[config.mk]
export PLATFORM = sky130hd
export DESIGN_NAME = issue_scoreboard
export DESIGN_NICKNAME = d
export VERILOG_FILES = /design/src/rtl/issue_scoreboard.sv
export SDC_FILE = /design/constraint.sdc
export NUM_CORES = 1
export LEC_CHECK = 0
export ABC_CLOCK_PERIOD_IN_PS = 3900
export BUFFER_PORTS_ARGS = -buffer_cell sky130_fd_sc_hd__buf_2
export CORE_MARGIN = 1
export CORE_UTILIZATION = 54
export DETAILED_ROUTE_END_ITERATION = 16
export PLACE_DENSITY_LB_ADDON = 0.1
export SLEW_MARGIN = 20
export SYNTH_ARGS = -nofsm -noshare
export SYNTH_HDL_FRONTEND = slang
export SYNTH_SLANG_ARGS = --single-unit
[constraint.sdc]
create_clock -name clk -period 3.9 [get_ports clk]
set_input_delay 1.17 -clock clk [delete_from_list [all_inputs] [get_ports clk]]
set_output_delay 1.17 -clock clk [all_outputs]
set_load 0.05 [all_outputs]
[src/rtl/issue_scoreboard.sv]
// -----------------------------------------------------------------------------
// issue_scoreboard
// In-order issue controller sitting between the decoder and the ALU, multiplier
// and memory units. The decoded instruction is held (valid/ready handshake)
// until it is free of RAW/WAW hazards, its writeback cycle on the single
// register-file write port is unclaimed, and (for memory ops) the memory unit
// can accept it. Issued ops book their writeback cycle in a reservation
// shifter whose head drives the writeback stream that retires pending bits.
//
// Ports:
//   clk, reset                 clock, synchronous active-high reset
//   dec_valid / dec_ready      decoder handshake (ready is combinational)
//   dec_r1, dec_r2, dec_uses_r2  source registers, r2 qualifier
//   dec_dest, dec_we           destination register and write enable
//   dec_is_alu/mul/mem         one-hot functional-unit class
//   mem_busy                   memory unit cannot accept an op this cycle
//   issue_alu/mul/mem          one-cycle issue pulses
//   wb_valid, wb_dest          register-file write this cycle (from shifter head)
//   idle                       nothing pending and no reservations outstanding
// -----------------------------------------------------------------------------
module issue_scoreboard #(
    parameter int REG_ADDRESS_SIZE = 5,
    parameter int ALU_LATENCY      = 1,
    parameter int MEM_LATENCY      = 2,
    parameter int MUL_LATENCY      = 5
) (
    input  logic                        clk,
    input  logic                        reset,
    input  logic                        dec_valid,
    output logic                        dec_ready,
    input  logic [REG_ADDRESS_SIZE-1:0] dec_r1,
    input  logic [REG_ADDRESS_SIZE-1:0] dec_r2,
    input  logic                        dec_uses_r2,
    input  logic [REG_ADDRESS_SIZE-1:0] dec_dest,
    input  logic                        dec_we,
    input  logic                        dec_is_alu,
    input  logic                        dec_is_mul,
    input  logic                        dec_is_mem,
    input  logic                        mem_busy,
    output logic                        issue_alu,
    output logic                        issue_mul,
    output logic                        issue_mem,
    output logic                        wb_valid,
    output logic [REG_ADDRESS_SIZE-1:0] wb_dest,
    output logic                        idle
);

    localparam int NUM_REGS = 2 ** REG_ADDRESS_SIZE;

    // Scoreboard state
    logic [NUM_REGS-1:0]         pending_r;
    logic [MUL_LATENCY:1]        s_valid_r;
    logic [REG_ADDRESS_SIZE-1:0] s_dest_r [1:MUL_LATENCY];

    // Combinational helpers
    int                          lat_s;
    logic [NUM_REGS-1:0]         eff_pending_s;
    logic [NUM_REGS-1:0]         set_vec_s;
    logic [NUM_REGS-1:0]         clr_vec_s;
    logic                        slot_free_s;
    logic                        hazard_s;
    logic                        writes_dest_s;
    logic                        fire_s;

    // Writeback latency for the presented instruction class.
    function automatic int class_latency(input logic is_alu,
                                         input logic is_mul,
                                         input logic is_mem);
        int lat;
        case ({is_alu, is_mul, is_mem})
            3'b100:  lat = ALU_LATENCY;
            3'b010:  lat = MUL_LATENCY;
            3'b001:  lat = MEM_LATENCY;
            default: lat = ALU_LATENCY;
        endcase
        return lat;
    endfunction

    // Latency selection and pending view with same-cycle writeback bypass.
    always_comb begin
        lat_s         = class_latency(dec_is_alu, dec_is_mul, dec_is_mem);
        eff_pending_s = pending_r;
        if (s_valid_r[1]) begin
            eff_pending_s[s_dest_r[1]] = 1'b0;
        end else begin
            eff_pending_s = pending_r;
        end
        // x0 is hardwired and never hazards.
        eff_pending_s[0] = 1'b0;
    end

    // Writeback slot check: the op lands in S[L], so S[L+1] (which shifts into
    // S[L] at the coming edge) must be empty. Max latency always has a slot.
    always_comb begin
        slot_free_s = 1'b1;
        for (int k = 1; k <= MUL_LATENCY; k++) begin
            if (k == lat_s + 1) begin
                slot_free_s = ~s_valid_r[k];
            end else begin
                slot_free_s = slot_free_s;
            end
        end
    end

    // Issue condition and issue pulses.
    always_comb begin
        writes_dest_s = dec_we && (dec_dest != {REG_ADDRESS_SIZE{1'b0}});
        hazard_s      = eff_pending_s[dec_r1]
                     || (dec_uses_r2 && eff_pending_s[dec_r2])
                     || (writes_dest_s && eff_pending_s[dec_dest]);
        dec_ready     = ~reset && ~hazard_s && slot_free_s
                     && ~(dec_is_mem && mem_busy);
        fire_s        = dec_valid && dec_ready;
        issue_alu     = fire_s && dec_is_alu;
        issue_mul     = fire_s && dec_is_mul;
        issue_mem     = fire_s && dec_is_mem;
    end

    // Pending-bit set/clear vectors for the coming edge.
    always_comb begin
        set_vec_s = {NUM_REGS{1'b0}};
        clr_vec_s = {NUM_REGS{1'b0}};
        if (fire_s && writes_dest_s) begin
            set_vec_s[dec_dest] = 1'b1;
        end else begin
            set_vec_s = {NUM_REGS{1'b0}};
        end
        if (s_valid_r[1]) begin
            clr_vec_s[s_dest_r[1]] = 1'b1;
        end else begin
            clr_vec_s = {NUM_REGS{1'b0}};
        end
    end

    // Pending bits and reservation shifter; a new reservation overrides the
    // shift into its slot, and a set beats a clear on the same register.
    always_ff @(posedge clk) begin
        if (reset) begin
            pending_r <= {NUM_REGS{1'b0}};
            s_valid_r <= {MUL_LATENCY{1'b0}};
            for (int k = 1; k <= MUL_LATENCY; k++) begin
                s_dest_r[k] <= {REG_ADDRESS_SIZE{1'b0}};
            end
        end else begin
            pending_r <= (pending_r & ~clr_vec_s) | set_vec_s;
            for (int k = 1; k < MUL_LATENCY; k++) begin
                s_valid_r[k] <= s_valid_r[k+1];
                s_dest_r[k]  <= s_dest_r[k+1];
            end
            s_valid_r[MUL_LATENCY] <= 1'b0;
            s_dest_r[MUL_LATENCY]  <= {REG_ADDRESS_SIZE{1'b0}};
            if (fire_s && writes_dest_s) begin
                for (int k = 1; k <= MUL_LATENCY; k++) begin
                    if (k == lat_s) begin
                        s_valid_r[k] <= 1'b1;
                        s_dest_r[k]  <= dec_dest;
                    end
                end
            end
        end
    end

    // Writeback stream straight from the shifter head; idle from state only.
    always_comb begin
        wb_valid = s_valid_r[1];
        wb_dest  = s_dest_r[1];
        idle     = (pending_r == {NUM_REGS{1'b0}})
                && (s_valid_r == {MUL_LATENCY{1'b0}});
    end

endmodule

==> impl_metrics.py, run 1 <==
metrics = {
    "final_layout": {
        "layout-drive-gt1-share": 0.352,
        "layout.nets": 582,
        "fill_cells": 538,
        "seq_area_um2": 1240,
        "area_growth_pct": 32.6,
        "multiInputGateArea_um2": 2470,
        "insertedDiodeCount": 0,
    },
    "route": {
        "totalWireLength_um": 15100,
        "vias": 4466,
        "first_pass_iters": 7,
        "ant_nets": 0,
        "wl_per_cell_um": 22.9,
        "post-route-drc-count": 0,
        "vias_per_cell": 6.78,
        "drtIter0Drc": 515,
    },
    "sta": {
        "slew_violations": 0,
        "setup_viol": 4,
        "worst_pin_slew_ns": 0.519,
        "finClkSkew_ns": 0.0132,
        "maxSlewHeadroom": 0.654,
        "layout_setup_ws_ns": -0.342,
        "hold_slack_ns": 0.443,
        "clock.fmax_mhz": 236,
        "period_needed_ns": 4.24,
        "hold_viol_final": 0,
        "grt_setup_unrepaired": "yes",
        "setup_tns_ns": -1.28,
        "finalCritPeriodShare": 1.09,
    },
    "floorplan": {
        "initial_core_util": 0.568,
        "die_x_um": 87.2,
        "num_rows": 30,
        "num_io_pins": 35,
        "die_area_um2": 7610,
        "core_um2": 6910,
        "die_y_um": 87.2,
    },
    "logic_synthesis": {
        "synth_top_flop_cell": "dfxtp_1",
        "yosysUniqueCellTypes": 73,
        "synth-seq-cells": 62,
        "ys_warn_count": 0,
        "async_reset_ff_frac": 0,
        "synthTopCellsByArea": "dfxtp_1 32%, mux2i_1 4.9%, nor2b_1 3.7%",
        "ys_seq_area_frac": 0.317,
        "syn_inst": 451,
        "syn_area_um2": 3920,
        "yosys.area.top_type": "dfxtp_1",
        "syn_nets": 475,
        "synth_edf_count": 0,
        "synth_top_area_frac": 0.317,
        "syn_avg_cell_area_um2": 8.69,
    },
    "outcome": {
        "violations": "setup timing",
        "status": "finished, violations left",
    },
    "power_and_ir_drop": {
        "p_leak_nw": 2.03,
        "ir_drop_v": 0.000191,
        "p_per_area_nw_per_um2": 283,
    },
    "placement": {
        "port_buffers": 34,
        "gp_congestion": 1.09,
        "hpwl_um": 10800,
    },
    "cts": {
        "clock_latency_ns": 0.35,
        "tritoncts": "done",
        "clockBufferDepth": 2,
        "numClockSinks": 62,
        "clk_pin_slew_ns": 0.07,
        "cts_buffers": 9,
        "cts_root_buf": "clkbuf_8",
        "holdBufCountCts": 0,
        "h-tree-depth": 3,
    },
    "grt": {
        "met3_usage": 0.118,
        "grt-busiest-layer": "met2",
        "grt_pass1_vias": 4271,
        "overflow": 0,
        "grt_pass1_wl_um": 23200,
        "antenna_found_initial": 0,
        "grt.met1_usage": 0.542,
        "grt_max_degree": 46,
        "met2_usage": 0.638,
        "grt_usage": 0.414,
    },
    "worst_setup_path": {
        "crit_top_cell": "o211ai_1",
        "path_max_fanout": 5,
        "slowest_stage": "or3_4",
        "max_stage_delay_ns": 0.40,
        "crit_required_ns": 2.73,
        "cp-start-kind": "input pin",
        "worstPathCellList": "buf_2 > buf_4 > or3_4 > o211ai_1 > a211oi_2 > o41ai_1 > o211ai_1 > and4b_2 > and3_4 > buf_8",
        "cp-end-kind": "primary output",
        "path_class": "input pin to primary output",
        "cp_data_arrival_time_ns": 3.07,
        "ff2ff_setup_slack_ns": 0.63,
    },
    "run": {
        "maxCapViolCount": 0,
    },
    "worst_hold_path": {
        "hp-class": "register to register",
    },
}
[repair_timing]
action | CTS | global route
setup endpoints to repair | 4 | 4
gates resized for setup | 23 | 13
pin swaps | 3 | 3
buffers inserted | 1 | 0
cloned | 0 | 0
[per-layer routing]
layer	wire length [µm]	share of wire
met1	5950	0.39
met5	0	0
met3	1710	0.11
met4	624	0.041
met2	6830	0.45
[state kept, by name, summed over array words and instances, names as in the netlist]
| register | cells |
|---|---|
| pending_r | 32 |
| s_dest_r | 25 |
| s_valid_r | 5 |
[final timing paths]
| check | start | cells past startpoint | endpoint |
|---|---|---|---|
| max | dec_r1[1] | 10 | issue_alu |
| min reg2reg | s_dest_r[0][22]$_DFF_P_ | 1 | s_dest_r[0][17]$_DFF_P_ |
| min | s_dest_r[0][22]$_DFF_P_ | 1 | s_dest_r[0][17]$_DFF_P_ |
| max reg2reg | s_dest_r[0][7]$_DFF_P_ | 10 | pending_r[2]$_SDFF_PP0_ |
[power breakdown]
part	leakage [nW]	switching, W	total (W)	internal [W]
Combinational	1.43	0.000134	0.000239	0.000105
Sequential	0.500	0.00000295	0.000637	0.000634
Clock	0.0993	0.000281	0.000597	0.000316
Total	2.03	0.000418	0.00147	0.00106
[cells in the final DEF, fill, tap and decap left out, types with 8 or more instances in the layout]
cell	Yosys	routed
nor2b_1	23	23
clkbuf_8	0	10
buf_2	13	25
nand3_1	8	8
a21oi_1	12	12
nand2b_1	9	9
nor4_1	11	11
nand2_1	26	26
o22ai_1	21	21
mux2i_1	19	17
o21ai_0	22	21
dfxtp_1	62	61
o211ai_1	19	19
buf_4	10	103
nor2_1	16	14
inv_1	13	13
nor3_1	15	14
[through the flow]
step	utilization	instances	total power, W	setup WS, ns	instance area [µm²]
2_1_floorplan	-	451	0.000772	-0.193	3970
3_3_place_gp	0.703	642	0.000864	-0.528	4850
3_5_place_dp	0.703	642	0.000868	-0.556	4850
4_1_cts	0.746	659	0.00146	-0.316	5150
5_1_grt	0.753	659	0.00152	-0.405	5200
6_report	0.753	659	0.00147	-0.342	5200
[area by class of cell]
cell class	count	share of cell area
clock buffer	10	0.0265
clock inverter	6	0.0130
inverter	13	0.00939
multi-input combinational	331	0.476
sequential	62	0.239
tap	96	0.0231
timing repair buffer	141	0.213
[worst max-delay path, delay by kind of cell]
family / cells / cell delay, ns
compound gates: 4 / 0.50
buf+inv: 3 / 0.43
simple gates: 3 / 0.96
[logic make-up (layout without fill, tap and decap cells)]
family / count (synthesis) / count (layout) / synth area share
buffers and inverters: 58 / 170 / 0.0769
multiplexers: 31 / 31 / 0.0973
XOR/XNOR: 7 / 7 / 0.0156
AO/OA/AOI/OAI: 136 / 136 / 0.249
flip-flops: 62 / 62 / 0.317
AND/OR/NAND/NOR: 157 / 157 / 0.244
[cell usage after synthesis, types with 5 or more instances]
cell	number
inv_1	13
o32ai_1	6
mux2_4	6
dfxtp_1	62
buf_4	10
o211ai_1	19
nand3_1	8
nor2_1	16
clkbuf_1	17
a21oi_1	12
nand2_1	26
buf_2	13
and3_1	6
mux2i_1	19
o21ai_0	22
nor4_1	11
o22ai_1	21
nand4_1	5
a311oi_1	7
nor2b_1	23
nand2b_1	9
nand3b_1	7
o31ai_1	5
nor3_1	15
nor4b_1	5
Power figures use the tool's default switching activity.
==> run 2, diff against run 1 <==
--- a/config.mk
+++ b/config.mk
@@ -11,6 +11,7 @@
 export CORE_UTILIZATION = 54
 export DETAILED_ROUTE_END_ITERATION = 16
 export PLACE_DENSITY_LB_ADDON = 0.1
+export SETUP_SLACK_MARGIN = 0.2
 export SLEW_MARGIN = 20
 export SYNTH_ARGS = -nofsm -noshare
 export SYNTH_HDL_FRONTEND = slang
==> impl_metrics.py, run 2 (synthesized netlist as in run 1, its figures left out) <==
metrics = {
    "outcome": {
        "status": "finished, violations left",
        "violations": "setup timing",
    },
    "grt": {
        "antenna_found_initial": 0,
        "grt_pass1_wl_um": 22600,
        "grt_usage": 0.405,
        "grt_max_degree": 46,
        "overflow": 0,
        "grt_pass1_vias": 4221,
    },
    "worst_setup_path": {
        "timing.rr.end": "s_dest_r[0][13]$_DFF_P_",
        "reg2reg_from": "s_dest_r[0][8]$_DFF_P_",
        "startpoint": "dec_r1[1]",
        "path_class": "input pin to primary output",
        "cp-end-kind": "primary output",
        "endpoint": "issue_alu",
        "path_max_fanout": 5,
        "cp-start-kind": "input pin",
        "crit_required_ns": 2.73,
        "cp_data_arrival_time_ns": 3.13,
        "rr_worst_depth": 11,
        "ff2ff_setup_slack_ns": 0.48,
    },
    "final_layout": {
        "largest_reg_flops": 32,
        "insertedDiodeCount": 0,
        "reg_top3": "pending_r x32, s_dest_r x25, s_valid_r x5",
        "multiInputGateArea_um2": 2510,
        "layout.nets": 584,
        "instances_no_fill": 661,
        "layout-drive-gt1-share": 0.359,
        "seq_area_um2": 1240,
        "area_growth_pct": 33.5,
        "regMostFlops": "pending_r",
        "final_util": 0.758,
        "fill_cells": 542,
        "mostFrequentLayoutCells": "107 x buf_4, 59 x dfxtp_1, 26 x nand2_1",
        "mostFrequentLayoutCell": "buf_4",
    },
    "route": {
        "drtIter0Drc": 562,
        "first_pass_iters": 6,
        "post-route-drc-count": 0,
        "totalWireLength_um": 15200,
        "ant_nets": 0,
        "vias": 4463,
        "wl_per_cell_um": 22.9,
        "vias_per_cell": 6.75,
    },
    "placement": {
        "dp_cells": 642,
        "port_buffers": 34,
        "gp_congestion": 1.12,
        "hpwl_um": 10800,
    },
    "run": {
        "maxCapViolCount": 0,
    },
    "sta": {
        "period_needed_ns": 4.30,
        "layout_setup_ws_ns": -0.398,
        "slew_violations": 0,
        "maxSlewHeadroom": 0.603,
        "hold_viol_final": 0,
        "setup_viol": 4,
        "finClkSkew_ns": 0.0123,
        "finalCritPeriodShare": 1.10,
        "worst_pin_slew_ns": 0.594,
        "grt_setup_unrepaired": "yes",
        "clock.fmax_mhz": 233,
        "setup_tns_ns": -1.51,
        "hold_slack_ns": 0.441,
    },
    "cts": {
        "h-tree-depth": 3,
        "cts_root_buf": "clkbuf_8",
        "tritoncts": "done",
        "cts_buffers": 9,
        "clockBufferDepth": 2,
        "clk_pin_slew_ns": 0.08,
        "numClockSinks": 62,
        "clock_latency_ns": 0.35,
        "holdBufCountCts": 0,
    },
    "floorplan": {
        "num_io_pins": 35,
        "core_um2": 6910,
        "initial_core_util": 0.568,
        "die_area_um2": 7610,
        "num_rows": 30,
        "die_x_um": 87.2,
        "die_y_um": 87.2,
    },
    "power_and_ir_drop": {
        "p_leak_nw": 2.04,
        "p_per_area_nw_per_um2": 284,
        "power_w": 0.00149,
        "ir_drop_v": 0.000234,
    },
    "worst_hold_path": {
        "hp-class": "register to register",
        "hp-start": "s_dest_r[0][20]$_DFF_P_",
    },
}
==> run 2: cell count changes in the layout (fill, tap and decap cells not counted), sizes merged <==
cell,change
inv,-1
clkinvlp,+1
clkbuf,-1
buf,+3
==> run 2: worst min path at each step <==
stage,end,cells after the start
6_report,s_dest_r[0][15]$_DFF_P_,1
5_1_grt,s_dest_r[0][16]$_DFF_P_,1
4_1_cts,s_dest_r[0][15]$_DFF_P_,1
3_5_place_dp,s_dest_r[0][15]$_DFF_P_,1
3_3_place_gp,s_dest_r[0][19]$_DFF_P_,1
2_1_floorplan,s_dest_r[0][15]$_DFF_P_,1
==> run 2: layer usage <==
layer  up-vias  global-route usage  share of wire  wire length, µm
li1       1941                   -              -                -
met1      2105               0.525           0.39             5970
met2       332               0.611           0.44             6640
met3        85              0.0891           0.11             1690
met4         0               0.255          0.057              856
met5         -                   0              0                0
==> run 2: stage by stage <==
stage	instance area, µm²	setup slack, ns
3_5_place_dp	4800	-0.605
2_1_floorplan	3980	-0.193
5_1_grt	5240	-0.441
3_3_place_gp	4800	-0.563
4_1_cts	5130	-0.335
6_report	5240	-0.398
==> run 2: critical path, stage by stage <==
cell	delay, ns
buf_2	0.13
buf_4	0.16
or3_4	0.36
o211ai_1	0.25
a211oi_2	0.09
o41ai_2	0.08
o211ai_1	0.15
and4b_2	0.39
and3_4	0.21
buf_8	0.14
==> run 2: power breakdown <==
| part | leakage [nW] | switching [W] | internal [W] |
|---|---|---|---|
| clock network | 0.0951 | 0.000285 | 0.000316 |
| registers | 0.501 | 0.00000450 | 0.000634 |
| logic | 1.44 | 0.000135 | 0.000114 |
| total | 2.04 | 0.000425 | 0.00106 |
==> run 2: cell type report <==
| class | count | area share |
|---|---|---|
| multi-input combinational | 331 | 0.480 |
| sequential | 62 | 0.238 |
| timing repair buffer | 143 | 0.211 |
| clock buffer | 10 | 0.0263 |
| tap | 96 | 0.0229 |
| clock inverter | 6 | 0.0134 |
| inverter | 13 | 0.00932 |
==> run 2: timing repair <==
item	4_1_cts	5_1_grt
resized for setup	25	21
setup endpoints to repair	4	4
setup buffers	1	2
pin swaps	15	6
